### config.mk
export PLATFORM = sky130hd
export DESIGN_NAME = ls_err_sched
export DESIGN_NICKNAME = d
export VERILOG_FILES = /design/src/rtl/ls_sched_pkg.sv /design/src/rtl/ls_win_timer.sv /design/src/rtl/ls_err_sched.sv
export SDC_FILE = /design/constraint.sdc
export NUM_CORES = 1
export LEC_CHECK = 0
export CAP_MARGIN = 20
export CORE_UTILIZATION = 55
export CTS_BUF_LIST = sky130_fd_sc_hd__clkbuf_8
export DETAILED_ROUTE_END_ITERATION = 7
export HOLD_SLACK_MARGIN = 0.02
export PLACE_DENSITY_LB_ADDON = 0.25
export SETUP_SLACK_MARGIN = 0.05
export SYNTH_ARGS = -nofsm -noshare
export SYNTH_HDL_FRONTEND = slang
export SYNTH_SLANG_ARGS = --single-unit
### constraint.sdc
create_clock -name CLK -period 3.62 [get_ports CLK]
set_input_delay 0.543 -clock CLK [delete_from_list [all_inputs] [get_ports CLK]]
set_output_delay 0.543 -clock CLK [all_outputs]
set_load 0.05 [all_outputs]
### src/rtl/ls_sched_pkg.sv
// Shared types and helpers for the Q-vs-DATA error-counter scheduler.
package ls_sched_pkg;

  localparam int DEF_CNT_W = 16;
  localparam int DEF_LEN_W = 24;
  localparam int DEF_LAT_W = 8;
  localparam int MAX_CH    = 32;

  typedef enum logic [2:0] {
    S_IDLE,
    S_SELECT,
    S_PRIME,
    S_RUN,
    S_SETTLE,
    S_REPORT,
    S_FINISH
  } state_t;

  typedef struct packed {
    logic       found;
    logic [4:0] ch;
  } next_ch_t;

  // Lowest set mask bit at or above start; descending scan lets the lowest hit win.
  function automatic next_ch_t find_next(input logic [MAX_CH-1:0] mask,
                                         input logic [5:0]        start);
    next_ch_t r;
    r = '0;
    for (int i = MAX_CH - 1; i >= 0; i--) begin
      if (mask[i] && (6'(i) >= start)) begin
        r.found = 1'b1;
        r.ch    = 5'(i);
      end
    end
    return r;
  endfunction

endpackage

### src/rtl/ls_win_timer.sv
// Loadable down-counter with a zero flag; times both the prime and run windows.
module ls_win_timer #(
  parameter int W = 24
) (
  input  logic         clk,
  input  logic         rst,
  input  logic         i_load,
  input  logic [W-1:0] i_load_val,
  input  logic         i_en,
  output logic         o_zero
);

  logic [W-1:0] r_cnt;

  always_ff @(posedge clk or posedge rst) begin
    if (rst) begin
      r_cnt <= '0;
    end else if (i_load) begin
      r_cnt <= i_load_val;
    end else if (i_en && (r_cnt != '0)) begin
      r_cnt <= r_cnt - 1'b1;
    end
  end

  assign o_zero = (r_cnt == '0);

endmodule

### src/rtl/ls_err_sched.sv
// Sweeps enabled channels through prime / run / settle / report on one shared error counter.
// Optional running total of reported counts: define LS_ERR_SCHED_TOTAL_EN.
module ls_err_sched
  import ls_sched_pkg::*;
#(
  parameter int NUM_CH = 8,
  parameter int CH_W   = 3,
  parameter int LEN_W  = DEF_LEN_W,
  parameter int LAT_W  = DEF_LAT_W,
  parameter int CNT_W  = DEF_CNT_W
) (
  input  logic              CLK,
  input  logic              RST,
  input  logic              START,
  input  logic              ABORT,
  input  logic [LEN_W-1:0]  RUN_LEN,
  input  logic [LAT_W-1:0]  PRIME_LAT,
  input  logic [NUM_CH-1:0] CH_MASK,
  output logic [CH_W-1:0]   CH_SEL,
  output logic              GEN_EN,
  output logic              CNT_RST,
  input  logic [CNT_W-1:0]  ERR_CNT,
  output logic              RES_VALID,
  input  logic              RES_READY,
  output logic [CH_W-1:0]   RES_CH,
  output logic [CNT_W-1:0]  RES_CNT,
  output logic              BUSY,
`ifdef LS_ERR_SCHED_TOTAL_EN
  output logic [CNT_W+CH_W-1:0] TOTAL_CNT,
`endif
  output logic              DONE
);

  localparam int TMR_W = (LEN_W > LAT_W) ? LEN_W : LAT_W;

  state_t            r_state;
  logic [LEN_W-1:0]  r_run_len;
  logic [LAT_W-1:0]  r_prime_lat;
  logic [NUM_CH-1:0] r_mask;
  logic [CH_W:0]     r_idx;

  next_ch_t          w_nxt;
  logic [TMR_W-1:0]  w_run_load;
  logic [TMR_W-1:0]  w_prime_load;
  logic [TMR_W-1:0]  w_tmr_val;
  logic              w_tmr_load;
  logic              w_tmr_en;
  logic              w_tmr_zero;

  assign w_nxt        = find_next(MAX_CH'(r_mask), 6'(r_idx));
  // Timer counts N-1 down to 0, so a window of N cycles ends on the zero flag.
  assign w_run_load   = (r_run_len == '0) ? '0 : (TMR_W'(r_run_len) - TMR_W'(1));
  assign w_prime_load = TMR_W'(r_prime_lat) - TMR_W'(1);

  always_comb begin
    w_tmr_load = 1'b0;
    w_tmr_val  = w_run_load;
    w_tmr_en   = 1'b0;
    case (r_state)
      S_SELECT: begin
        if (w_nxt.found) begin
          w_tmr_load = 1'b1;
          w_tmr_val  = (r_prime_lat == '0) ? w_run_load : w_prime_load;
        end
      end
      S_PRIME: begin
        if (w_tmr_zero) begin
          w_tmr_load = 1'b1;
          w_tmr_val  = w_run_load;
        end else begin
          w_tmr_en = 1'b1;
        end
      end
      S_RUN:   w_tmr_en = 1'b1;
      default: ;
    endcase
  end

  ls_win_timer #(
    .W(TMR_W)
  ) u_win_timer (
    .clk       (CLK),
    .rst       (RST),
    .i_load    (w_tmr_load),
    .i_load_val(w_tmr_val),
    .i_en      (w_tmr_en),
    .o_zero    (w_tmr_zero)
  );

  always_ff @(posedge CLK or posedge RST) begin
    if (RST) begin
      r_state     <= S_IDLE;
      r_run_len   <= '0;
      r_prime_lat <= '0;
      r_mask      <= '0;
      r_idx       <= '0;
      CH_SEL      <= '0;
      GEN_EN      <= 1'b0;
      CNT_RST     <= 1'b1;
      RES_VALID   <= 1'b0;
      RES_CH      <= '0;
      RES_CNT     <= '0;
      BUSY        <= 1'b0;
      DONE        <= 1'b0;
    end else if (ABORT) begin
      r_state   <= S_IDLE;
      GEN_EN    <= 1'b0;
      CNT_RST   <= 1'b1;
      RES_VALID <= 1'b0;
      BUSY      <= 1'b0;
      DONE      <= 1'b0;
    end else begin
      DONE <= 1'b0;
      case (r_state)
        S_IDLE: begin
          if (START) begin
            r_run_len   <= RUN_LEN;
            r_prime_lat <= PRIME_LAT;
            r_mask      <= CH_MASK;
            r_idx       <= '0;
            BUSY        <= 1'b1;
            r_state     <= S_SELECT;
          end
        end
        S_SELECT: begin
          if (!w_nxt.found) begin
            DONE    <= 1'b1;
            r_state <= S_FINISH;
          end else begin
            CH_SEL <= CH_W'(w_nxt.ch);
            GEN_EN <= 1'b1;
            if (r_prime_lat == '0) begin
              CNT_RST <= 1'b0;
              r_state <= S_RUN;
            end else begin
              CNT_RST <= 1'b1;
              r_state <= S_PRIME;
            end
          end
        end
        S_PRIME: begin
          if (w_tmr_zero) begin
            CNT_RST <= 1'b0;
            r_state <= S_RUN;
          end
        end
        S_RUN: begin
          // Counter stays out of reset one more cycle so its last increment lands.
          if (w_tmr_zero) begin
            GEN_EN  <= 1'b0;
            r_state <= S_SETTLE;
          end
        end
        S_SETTLE: begin
          RES_CNT   <= ERR_CNT;
          RES_CH    <= CH_SEL;
          RES_VALID <= 1'b1;
          CNT_RST   <= 1'b1;
          r_state   <= S_REPORT;
        end
        S_REPORT: begin
          if (RES_READY) begin
            RES_VALID <= 1'b0;
            r_idx     <= {1'b0, CH_SEL} + 1'b1;
            r_state   <= S_SELECT;
          end
        end
        S_FINISH: begin
          BUSY    <= 1'b0;
          r_state <= S_IDLE;
        end
        default: r_state <= S_IDLE;
      endcase
    end
  end

`ifdef LS_ERR_SCHED_TOTAL_EN
  logic                  w_start;
  logic                  w_accept;
  logic [CNT_W+CH_W:0]   w_sum;

  assign w_start  = START && !ABORT && (r_state == S_IDLE);
  assign w_accept = !ABORT && (r_state == S_REPORT) && RES_VALID && RES_READY;
  assign w_sum    = {1'b0, TOTAL_CNT} + (CNT_W+CH_W+1)'(RES_CNT);

  always_ff @(posedge CLK or posedge RST) begin
    if (RST) begin
      TOTAL_CNT <= '0;
    end else if (w_start) begin
      TOTAL_CNT <= '0;
    end else if (w_accept) begin
      TOTAL_CNT <= w_sum[CNT_W+CH_W] ? '1 : w_sum[CNT_W+CH_W-1:0];
    end
  end
`endif

endmodule

**Word-level counts from Yosys, hierarchy flattened**

Index checks and enable logic that the tools add are counted.

- RAM bits: 0
- Bits of input ports: 61
- Register bits: 98
- Memories: 0
- Bits in latches: 0
- Bits in read-only memories: 0
- Output and inout port bits: 27

- Multiply operators: 0
- Equal/unequal tests: 13
- Mux-type cells: 47
- Div/mod/pow operators: 0
- Reductions and logical operators: 29
- Magnitude comparators: 8
- Shift-type cells: 0
- Bitwise gates (word level): 1
- Add/subtract/negate cells: 4

Operators with widths:

| operator | number |
|---|---|
| $mux W24 | 6 |
| $logic_not A24 Y1 | 2 |
| $mux W6 | 8 |
| $sub A24 B1 Y24 const B | 2 |
| $reduce_bool A24 Y1 | 1 |
| $mux W3 | 6 |
| $pmux W3 S6 | 1 |
| $mux W1 | 17 |
| $ge A3 B4 Y1 const A | 4 |
| $reduce_and A3 Y1 | 4 |
| $pmux W1 S2 | 5 |
| $eq A3 B3 Y1 const B | 3 |
| $logic_and A1 B1 Y1 | 9 |
| $ne A3 B3 Y1 const B | 3 |
| $reduce_bool A3 Y1 | 3 |
| $sub A8 B1 Y9 const B | 1 |
| $ge A1 B4 Y1 const A | 2 |
| $ge A2 B4 Y1 const A | 2 |
| $logic_not A8 Y1 | 1 |
| $mux W4 | 2 |
| $pmux W4 S2 | 1 |
| $reduce_and A4 Y1 | 2 |
| $eq A3 B2 Y1 const B | 2 |
| $ne A3 B2 Y1 const B | 2 |
| other kinds (9) | 13 |

**Depth between registers and ports, before layout**

Gate-level depths: netlist (run 1).

- Depth in word-level cells: 13
- Mapped depth: 10

**Hierarchy**

A second synthesis (run 1) with hierarchy kept.

- Cells, all modules: 536
- Area total of the unflattened synthesis: 5544.1 um^2

By module, submodules not included:

| module | area each (um^2) | cells each | instances | sequential area each (um^2) |
|---|---|---|---|---|
| ls_err_sched | 4048.9 | 374 | 1 | 1853.0 |
| ls_win_timer | 1495.2 | 162 | 1 | 600.6 |

**Worst setup path after synthesis (run 1)**

No wires, ideal clock.

- Path kind: reg-to-reg
- Start: register r_run_len[2]
- End: register u_win_timer.r_cnt[17]
- Data required time: 3479 ps
- Cell stages (with the launch flop): 7
- Arrival time: 2035 ps
- Clock period less this slack: 2176 ps
- Path buffers: 0
- Slack: 1444 ps
- Setup time: 141 ps
- Cells stage by stage: dfrtp_1 or4_4 nor4_4 nand2_2 or4_1 xor2_1 o32ai_2

- Longest elaborated chain between the ends: 6

Ends and longest elaborated chain:

| item | RTL line | RTL |
|---|---|---|
| start: declaration | ls_err_sched.sv:37 | `logic [LEN_W-1:0] r_run_len;` |
| start signal: assignment | ls_err_sched.sv:93 | `r_run_len <= '0;` |
| start signal: assignment | ls_err_sched.sv:117 | `r_run_len <= RUN_LEN;` |
| $sub A24 B1 Y24 or $logic_not A24 Y1 (tied branches) | ls_err_sched.sv:52 | `assign w_run_load = (r_run_len == '0) ? '0 : (TMR_W'(r_run_len) - TMR_W'(1));` |
| $mux W24 * | ls_err_sched.sv:52 |  |
| $mux W24 | ls_err_sched.sv:63 | `w_tmr_val = (r_prime_lat == '0) ? w_run_load : w_prime_load;` |
| $mux W24 | ls_err_sched.sv:61 | `if (w_nxt.found) begin` |
| $mux W24 * | n/a |  |
| $mux W24 * | ls_win_timer.sv:18 | `end else if (i_load) begin` |
| end signal: assignment | ls_win_timer.sv:19 | `r_cnt <= i_load_val;` |
| end signal: assignment | ls_win_timer.sv:21 | `r_cnt <= r_cnt - 1'b1;` |
| end: declaration | ls_win_timer.sv:13 | `logic [W-1:0] r_cnt;` |

Every way passes the cells marked *; elsewhere a longest branch is shown, timed or not.
A chain may end at the register's enable or synchronous reset.

**Final worst setup path (run 1)**

- Start: register r_idx[1]
- End: register u_win_timer.r_cnt[23]

- Longest elaborated chain between the ends: 13

Ends and longest elaborated chain:

| item | RTL line | RTL |
|---|---|---|
| start: declaration | ls_err_sched.sv:40 | `logic [CH_W:0] r_idx;` |
| start signal: assignment | ls_err_sched.sv:164 | `r_idx <= {1'b0, CH_SEL} + 1'b1;` |
| $ge A3 B4 Y1 | ls_sched_pkg.sv:30 | `if (mask[i] && (6'(i) >= start)) begin` |
| $logic_and A1 B1 Y1 | ls_sched_pkg.sv:30 |  |
| $mux W6 (7 in series) | ls_sched_pkg.sv:30 |  |
| $mux W6 * | ls_sched_pkg.sv:30 |  |
| $mux W1 or $mux W24 (tied branches) | ls_err_sched.sv:61 |  |
| $pmux W1 S2 or $mux W24 (tied branches) | n/a |  |
| $mux W24 or $reduce_bool A2 Y1 (tied branches) | n/a |  |

Marks and branches as above.

==> run summary, run 1 <==
Status - completed
EDFF count, synth - 0
Net Count, Synth - 572
Slew @ Worst Pin - 1.01 ns
Synth area leader - dfrtp_1
Clock-pin slew on the worst setup and hold paths - 0.10 ns
Insertion delay to the later sink of the worst-skew pair - 0.37 ns
Cells along the critical path - a21boi_0, o21ai_0, nand4_2, buf_4, a21oi_1, o21ai_1, a22oi_1
Post-route ant nets - 0
Port Buffers - 87
Fill cell count - 712
Avg Cell Area, Syn - 10.4 µm²
FP Rows - 35
Core ar. - 9280 µm²
Post-synth top area share - 0.459
Die width - 100 µm
Total Wirelength - 11.9 mm
Die Area - 10000 µm²
CP top delay family - compound AO/OA/AOI/OAI gates
PostCTS Resize Cnt - 0
CTS tree - built
Leading post-synthesis cells by cell area - dfrtp_1 (46%), mux2_2 (13%), xnor2_1 (4.0%)
Antenna cell count - 0
Period minus WS final - 2.71 ns
Share of layout cells above drive strength 1 - 0.170
Maximum clock rate - 0.369 GHz
Slowest CP cell - a21oi_1
Fin area - 6470 µm²
Max stage delay on crit path - 0.81 ns
Crit end category - flip-flop
Max-cap violations - 0
Buffers plus inverters on the worst setup path - 1
Area occupied by multi-input gates - 2700 µm²
Rel. slew slack - 0.325
Setup crit start kind - flip-flop
Wirelength per Cell - 16.5 µm
Total placed instance area - 6280 µm²
Max FO, Critical Path - 11
Vias per Instance - 5.98
Initial core utilization - 0.570
Primary FF master, synth - dfrtp_1
Initial DRC count - 411
Sequential Area - 2450 µm²
Post-CTS Setup Repair Bufs - 0
Hold buffers post-CTS - 0
Number of distinct library cells after synthesis - 60
RSZ-0062 raised after global routing - no
Fin util - 0.697
Total grt overflow - 0
Ports - 88
Final net count - 655
Post-synthesis sequential area ratio - 0.464
Initial antenna violation count - 0
Worst Path Required - 3.90 ns
Drt pass-1 iters - 6
Gate Count Post-Synth - 507
GPL Wtd Cong - 0.914
Crit share post-route - 0.749
Finish-stage setup viols - 0
All-Layer GR Usage - 0.251
Leak Pwr - 2.56 nW
Slew Limit Fails - 0
Asr flop ratio synth - 1.00
Crit path kind - flip-flop to flip-flop
Power Dens Cells - 743 nW/µm²
Crit path DAT - 2.99 ns
CTS sink count - 98
Min-delay worst type - flip-flop to flip-flop
DRC Markers - 0
Ys Warns - 0
Synth-to-layout area growth - 22.2%
CTS Buf Count - 9
Synthesized area - 5290 µm²
Die height - 100 µm
Post-DP HPWL - 8.61 mm
Final hold violations - 0
Worst-case clock buffer depth - 2
Clock Root Buffer - clkbuf_8
#FFs+latches synth - 98
Pin count of the biggest net entering global routing - 59
Setup Skew - 0.0144 ns
CTS H-tree lvls - 3
Setup total negative slack - 0 ns
Global-route wire length before repair - 19.8 mm
Max VDD drop - 0.449 mV
Number of global-route vias before repair - 4135
DR vias - 4321
[layout by cell type, fill, tap and decap left out, drive strengths merged, types with 3 or more instances in the layout]
cell	synthesis	routed
a211oi	3	3
a21oi	24	24
a2bb2oi	6	6
or2	3	3
clkbuf	12	9
o31ai	6	6
mux2	60	60
nand2	35	35
inv	12	14
o21ai	16	16
or4	6	6
a31oi	5	5
ha	4	4
or3	10	10
a22oi	4	4
nor4	13	13
nand3	19	19
nand2b	8	8
xnor2	24	24
dfrtp	97	97
nor3	20	20
clkdlybuf4s50	0	87
o22ai	16	16
or4b	3	3
xor2	12	12
o221ai	4	4
nor2	42	42
nand4	3	3
nor2b	5	5
buf	8	5
[sequential cells by signal (all words and copies together) (netlist names)]
signal	count
r_run_len	24
CH_SEL	3
BUSY	1
r_mask	8
r_prime_lat	8
r_state	3
u_win_timer.r_cnt	24
DONE	1
RES_CNT	16
GEN_EN	1
RES_VALID	1
RES_CH	3
CNT_RST	1
r_idx	4
[per-stage QoR]
stage,std cells,hold slack (ns),power [mW],setup WS [ns]
5_1_grt,722,0.526,5.10,0.618
3_5_place_dp,708,0.494,4.08,0.977
6_report,722,0.516,4.80,0.910
4_1_cts,722,0.518,4.79,0.959
3_3_place_gp,708,0.488,4.00,1.15
2_1_floorplan,507,0.471,3.49,0.517
[worst register-to-register path: cells and delay by family, from the launching register on]
kind | cells | cell delay, ns
compound gates | 5 | 1.77
flops | 1 | 0.49
simple gates | 1 | 0.16
buf+inv | 1 | 0.21
[worst paths after layout]
path / from / end / slack, ns / cells past startpoint
worst max-delay path: r_idx[1] / u_win_timer.r_cnt[23] / 0.91 / 7
worst min-delay path: RES_CNT[15] / RES_CNT[15] / 0.52 / 1
worst max register to register: r_idx[1] / u_win_timer.r_cnt[23] / 0.91 / 7
worst min register to register: RES_CNT[15] / RES_CNT[15] / 0.52 / 1
max in group asynchronous: RST / u_win_timer.r_cnt[6] / 2.25 / 3
min in group asynchronous: RST / RES_CNT[3] / 0.61 / 2
[power by group]
part / internal (mW) / switching [mW] / leakage, nW
Sequential: 1.53 / 0.514 / 1.21
Combinational: 0.943 / 1.11 / 1.25
Clock: 0.320 / 0.392 / 0.0926
[Yosys cell counts, types with 13 or more instances]
library cell and instances:
xnor2_1 24, nor3_1 17, dfrtp_1 97, nor2_1 42
a21oi_1 23, nand2_1 33, mux2_2 60, o22ai_1 16
nand3_1 19, o21ai_0 13
[cell type report]
type                    count  share of cell area
flip-flops and latches     98               0.379
inverters                  12             0.00716
repair buffers             92               0.142
multi-input cells         377               0.417
clock buffers               9              0.0192
well taps                 129              0.0250
clock inverters             5             0.00987
[routing by layer]
layer | up-vias | routed length, µm | track usage
met4 | 0 | 140 | 0.0870
met2 | 167 | 5700 | 0.394
met3 | 20 | 668 | 0.0355
li1 | 2024 | - | -
met5 | - | 0 | 0
met1 | 2110 | 5380 | 0.359
[kinds of logic after synthesis]
family          Yosys count  share of synthesized area
compound gates           97                      0.120
fa+ha+maj                 4                    0.00946
flops                    98                      0.464
buf+inv                  32                     0.0267
xor+xnor                 36                     0.0596
simple gates            179                      0.191
mux                      61                      0.130
No activity file was read; power rests on OpenSTA's default activity.
==> run 2: changes to the inputs <==
clock period = 2.65 ns   (was 3.62 ns; I/O delays follow)
==> run summary, run 2 (synthesis results as in run 1) <==
Status - completed (unchanged)
Fill cell count - 714 (was 712)
Crit end category - flip-flop (unchanged)
Initial core utilization - 0.570 (unchanged)
CTS H-tree lvls - 3 (unchanged)
DR vias - 4341 (was 4321)
Drt pass-1 iters - 5 (was 6)
Max VDD drop - 0.533 mV (was 0.449 mV)
Post-CTS Setup Repair Bufs - 0 (unchanged)
Cells along the critical path - inv_1, ha_1, or4b_1, nor2_1, o21ai_1, or3_1, xor2_1, o22ai_1 (was a21boi_0, o21ai_0, nand4_2, buf_4, a21oi_1, o21ai_1, a22oi_1)
Crit share post-route - 0.934 (was 0.749)
CTS tree - built (unchanged)
CTS Buf Count - 9 (unchanged)
Finish-stage setup viols - 0 (unchanged)
Post-Place Cells - 722 (was 708)
Die width - 100 µm (unchanged)
DRC Markers - 0 (unchanged)
Total placed instance area - 6390 µm² (was 6280 µm²)
Wirelength per Cell - 16.5 µm (about the same)
Share of layout cells above drive strength 1 - 0.195 (was 0.170)
Setup total negative slack - 0 ns (unchanged)
Commonest cells after routing, fill and taps aside - dfrtp_1 (97), clkdlybuf4s50_1 (87), mux2_2 (60) (unchanged)
Die Area - 10000 µm² (unchanged)
Worst Path Required - 2.94 ns (was 3.90 ns)
Total grt overflow - 0 (unchanged)
Largest regs - r_run_len: 24 flops, u_win_timer.r_cnt: 24 flops, RES_CNT: 16 flops (unchanged)
Rel. slew slack - 0.601 (was 0.325)
Initial antenna violation count - 0 (unchanged)
Worst-case clock buffer depth - 2 (unchanged)
RSZ-0062 raised after global routing - no (unchanged)
Max-cap violations - 0 (unchanged)
Die height - 100 µm (unchanged)
Crit path DAT - 2.76 ns (was 2.99 ns)
Core ar. - 9280 µm² (unchanged)
Period minus WS final - 2.47 ns (was 2.71 ns)
Global-route wire length before repair - 20.3 mm (was 19.8 mm)
Vias per Instance - 5.88 (was 5.98)
Setup Skew - 0.0174 ns (was 0.0144 ns)
Leak Pwr - 2.63 nW (was 2.56 nW)
Number of global-route vias before repair - 4203 (was 4135)
Maximum clock rate - 0.404 GHz (was 0.369 GHz)
R2R cell count - 8 (was 7)
FP Rows - 35 (unchanged)
Hold buffers post-CTS - 0 (unchanged)
Post-route ant nets - 0 (unchanged)
CTS sink count - 98 (unchanged)
Insertion delay to the later sink of the worst-skew pair - 0.37 ns (about the same)
Min-delay worst type - input pin to async pin (was flip-flop to flip-flop)
Antenna cell count - 0 (unchanged)
Final hold violations - 0 (unchanged)
Crit path kind - flip-flop to flip-flop (unchanged)
Synth-to-layout area growth - 24.6% (was 22.2%)
Clock-pin slew on the worst setup and hold paths - 0.10 ns (about the same)
Slew @ Worst Pin - 0.599 ns (was 1.01 ns)
Power Dens Cells - 1010 nW/µm² (was 743 nW/µm²)
Final Non-Filler Cells - 738 (was 722)
Fin area - 6590 µm² (was 6470 µm²)
Tot Pwr - 6.69 mW (was 4.80 mW)
Total Wirelength - 12.2 mm (was 11.9 mm)
Slowest CP cell - or4b_1 (was a21oi_1)
Setup crit start kind - flip-flop (unchanged)
Slew Limit Fails - 0 (unchanged)
Final net count - 669 (was 655)
GPL Wtd Cong - 0.955 (was 0.914)
Most common cell after layout, fill and taps aside - dfrtp_1 (unchanged)
Clock Root Buffer - clkbuf_8 (unchanged)
Max stage delay on crit path - 0.52 ns (was 0.81 ns)
Post-DP HPWL - 8.86 mm (was 8.61 mm)
Ports - 88 (unchanged)
Initial DRC count - 330 (was 411)
All-Layer GR Usage - 0.257 (was 0.251)
Pin count of the biggest net entering global routing - 99 (was 59)
Port Buffers - 87 (unchanged)
Max FO, Critical Path - 6 (was 11)
[run 2: worst max-delay path: cells and delay by family (launching register included)]
kind	cells	cell delay [ns]
xor gates and xnor gates	1	0.15
adders and majority gates	1	0.20
AOI/OAI and AO/OA	2	0.39
buffers and inverters	1	0.09
DFF	1	0.39
and+or+nand+nor	3	1.17
[run 2: layout make-up]
cell class | count | area (µm²) | share of cell area
inverter | 12 | 48.8 | 0.00740
clock buffer | 11 | 151 | 0.0230
tap | 129 | 161 | 0.0245
timing repair buffer | 106 | 1030 | 0.156
multi-input combinational | 377 | 2710 | 0.411
clock inverter | 5 | 45.0 | 0.00683
sequential | 98 | 2450 | 0.372
[run 2: through the flow]
step                      utilization  hold slack (ns)  setup WS [ns]
after detailed placement        0.688            0.494          0.211
after global placement          0.688            0.487          0.325
after floorplan                     -            0.471          0.474
final                           0.710            0.509          0.175
after global routing            0.710            0.528         0.0360
after CTS                       0.709            0.518          0.203
[run 2: power breakdown]
group / switching, mW / leakage (nW) / internal (mW)
clock: 0.555 / 0.0985 / 0.408
combinational: 1.59 / 1.32 / 1.37
sequential: 0.671 / 1.21 / 2.09
[run 2: worst paths after layout]
| path | startpoint | end | slack, ns |
|---|---|---|---|
| max | u_win_timer.r_cnt[0] | u_win_timer.r_cnt[14] | 0.18 |
| min | RST | u_win_timer.r_cnt[2] | 0.51 |
| max reg2reg | u_win_timer.r_cnt[0] | u_win_timer.r_cnt[14] | 0.18 |
| min reg2reg | RES_CH[0] | RES_CH[0] | 0.51 |
| max in group asynchronous | RST | r_run_len[5] | 1.74 |
| min in group CLK | RES_CH[0] | RES_CH[0] | 0.51 |
[run 2: per-layer routing]
metal	vias to the layer above	routed length (µm)	track usage
li1	2054	-	-
met1	2127	5530	0.359
met2	134	5870	0.411
met3	26	507	0.0390
met4	0	285	0.0903
met5	-	0	0
[run 2: what timing repair did]
action / CTS / global route
gates resized for setup: 0 / 2
setup endpoints to repair: 0 / 14
hold endpoints to repair: 0 / 0
==> run 3: changes to the inputs <==
CORE_UTILIZATION = 60   (was 55)
clock period = 2.9 ns   (was 2.65 ns; I/O delays follow)
==> run summary, run 3 (synthesis results as in run 1) <==
Status - completed (unchanged)
Ports - 88 (unchanged)
Finish-stage setup viols - 0 (unchanged)
Die Area - 9200 µm² (was 10000 µm²)
Initial core utilization - 0.631 (was 0.570)
Clock-pin slew on the worst setup and hold paths - 0.10 ns (about the same)
GPL Wtd Cong - 0.936 (was 0.955)
CTS H-tree lvls - 3 (unchanged)
Crit end category - flip-flop (unchanged)
All-Layer GR Usage - 0.291 (was 0.257)
Port Buffers - 87 (unchanged)
RSZ-0062 raised after global routing - no (unchanged)
CTS sink count - 98 (unchanged)
Post-DP HPWL - 9.24 mm (was 8.86 mm)
Insertion delay to the later sink of the worst-skew pair - 0.37 ns (about the same)
Met2 GRT Util - 0.489 (was 0.411)
CP top delay family - compound AO/OA/AOI/OAI gates (was simple AND/OR/NAND/NOR gates)
Post-CTS Setup Repair Bufs - 0 (unchanged)
Crit path DAT - 2.97 ns (was 2.76 ns)
Setup Skew - 0.0157 ns (was 0.0174 ns)
CTS Buf Count - 9 (unchanged)
Drt pass-1 iters - 6 (was 5)
Crit share post-route - 0.930 (was 0.934)
Setup total negative slack - 0 ns (unchanged)
Leak Pwr - 2.60 nW (was 2.63 nW)
Total Wirelength - 12.7 mm (was 12.2 mm)
Met1 GRT Util - 0.368 (was 0.359)
Cells along the critical path - a21boi_0, o21ai_0, nand4_2, a21oi_1, o21ai_1, a22oi_1 (was inv_1, ha_1, or4b_1, nor2_1, o21ai_1, or3_1, xor2_1, o22ai_1)
Setup crit start kind - flip-flop (unchanged)
Fin util - 0.777 (was 0.710)
Slew Limit Fails - 0 (unchanged)
Die height - 95.9 µm (was 100 µm)
Max FO, Critical Path - 11 (was 6)
Initial antenna violation count - 0 (unchanged)
Antenna cell count - 0 (unchanged)
Period minus WS final - 2.70 ns (was 2.47 ns)
Core ar. - 8380 µm² (was 9280 µm²)
Post-route ant nets - 0 (unchanged)
Synth-to-layout area growth - 23.1% (was 24.6%)
Global-route wire length before repair - 20.3 mm (about the same)
Total grt overflow - 0 (unchanged)
Largest regs - r_run_len: 24 flops, u_win_timer.r_cnt: 24 flops, RES_CNT: 16 flops (unchanged)
Slew @ Worst Pin - 0.945 ns (was 0.599 ns)
PostCTS Resize Cnt - 0 (unchanged)
Number of global-route vias before repair - 4268 (was 4203)
CTS tree - built (unchanged)
Wirelength per Cell - 17.9 µm (was 16.5 µm)
Commonest cells after routing, fill and taps aside - dfrtp_1 (97), clkdlybuf4s50_1 (87), mux2_2 (60) (unchanged)
Most common cell after layout, fill and taps aside - dfrtp_1 (unchanged)
Die width - 95.9 µm (was 100 µm)
Max stage delay on crit path - 0.80 ns (was 0.52 ns)
Slowest CP cell - a21oi_1 (was or4b_1)
Min-delay worst type - flip-flop to flip-flop (was input pin to async pin)
Clock Root Buffer - clkbuf_8 (unchanged)
Max-cap violations - 0 (unchanged)
Worst-case clock buffer depth - 2 (unchanged)
Hold buffers post-CTS - 0 (unchanged)
Pin count of the biggest net entering global routing - 42 (was 99)
Rel. slew slack - 0.370 (was 0.601)
DRC Markers - 0 (unchanged)
Maximum clock rate - 0.371 GHz (was 0.404 GHz)
Share of layout cells above drive strength 1 - 0.185 (was 0.195)
Grt peak-use layer - met2 (unchanged)
Vias per Instance - 6.15 (was 5.88)
Final hold violations - 0 (unchanged)
Worst Path Required - 3.18 ns (was 2.94 ns)
Power Dens Cells - 926 nW/µm² (was 1010 nW/µm²)
Initial DRC count - 308 (was 330)
Final net count - 665 (was 669)
DR vias - 4358 (was 4341)
Buffers plus inverters on the worst setup path - 0 (was 1)
FP Rows - 33 (was 35)
Crit path kind - flip-flop to flip-flop (unchanged)
Max VDD drop - 0.514 mV (was 0.533 mV)
Met3 GRT Util - 0.0490 (was 0.0390)
-- run 3: stage by stage --
stage | total power [mW] | std cells | setup slack (ns) | hold slack [ns] | cell area, µm²
after floorplan | 4.35 | 507 | 0.724 | 0.471 | 5300
final | 6.03 | 709 | 0.204 | 0.513 | 6520
after global routing | 6.37 | 709 | 0.0610 | 0.531 | 6520
after CTS | 6.00 | 709 | 0.274 | 0.516 | 6520
after global placement | 5.03 | 694 | 0.455 | 0.488 | 6340
after detailed placement | 5.17 | 694 | 0.315 | 0.495 | 6340
-- run 3: layout make-up --
type                       count  area, µm²
clock buffer                  10        138
multi-input combinational    377       2700
clock inverter                 5       37.5
sequential                    98       2450
tap                          105        131
inverter                      12       48.8
fill                         561       1870
timing repair buffer         102       1010
-- run 3: metal layers --
layer	up-vias	part of all wire	routed length (µm)
li1	2038	-	-
met3	27	0.051	646
met1	2134	0.42	5340
met4	0	0.024	302
met2	159	0.50	6380
met5	-	0	0
-- run 3: path summary, 6_finish.rpt --
kind | from | endpoint | slack [ns] | cells past startpoint
worst min-delay path | RES_CH[1] | RES_CH[1] | 0.51 | 1
min in group asynchronous | RST | r_run_len[7] | 0.52 | 2
max in group asynchronous | RST | CNT_RST | 1.70 | 3
worst max-delay path | r_idx[1] | u_win_timer.r_cnt[23] | 0.20 | 6
worst max register to register | r_idx[1] | u_win_timer.r_cnt[23] | 0.20 | 6
worst min register to register | RES_CH[1] | RES_CH[1] | 0.51 | 1
-- run 3: where the power goes --
part / switching (mW) / leakage (nW) / internal, mW / total [mW]
sequential: 0.635 / 1.21 / 1.91 / 2.54
combinational: 1.45 / 1.30 / 1.22 / 2.67
clock: 0.483 / 0.0852 / 0.336 / 0.818
total: 2.56 / 2.60 / 3.47 / 6.03
-- run 3: worst register-to-register path: stages (launching register included) --
cell and delay (ns):
dfrtp_1 0.50, a21boi_0 0.16, o21ai_0 0.49, nand4_2 0.22, a21oi_1 0.80, o21ai_1 0.20
a22oi_1 0.25
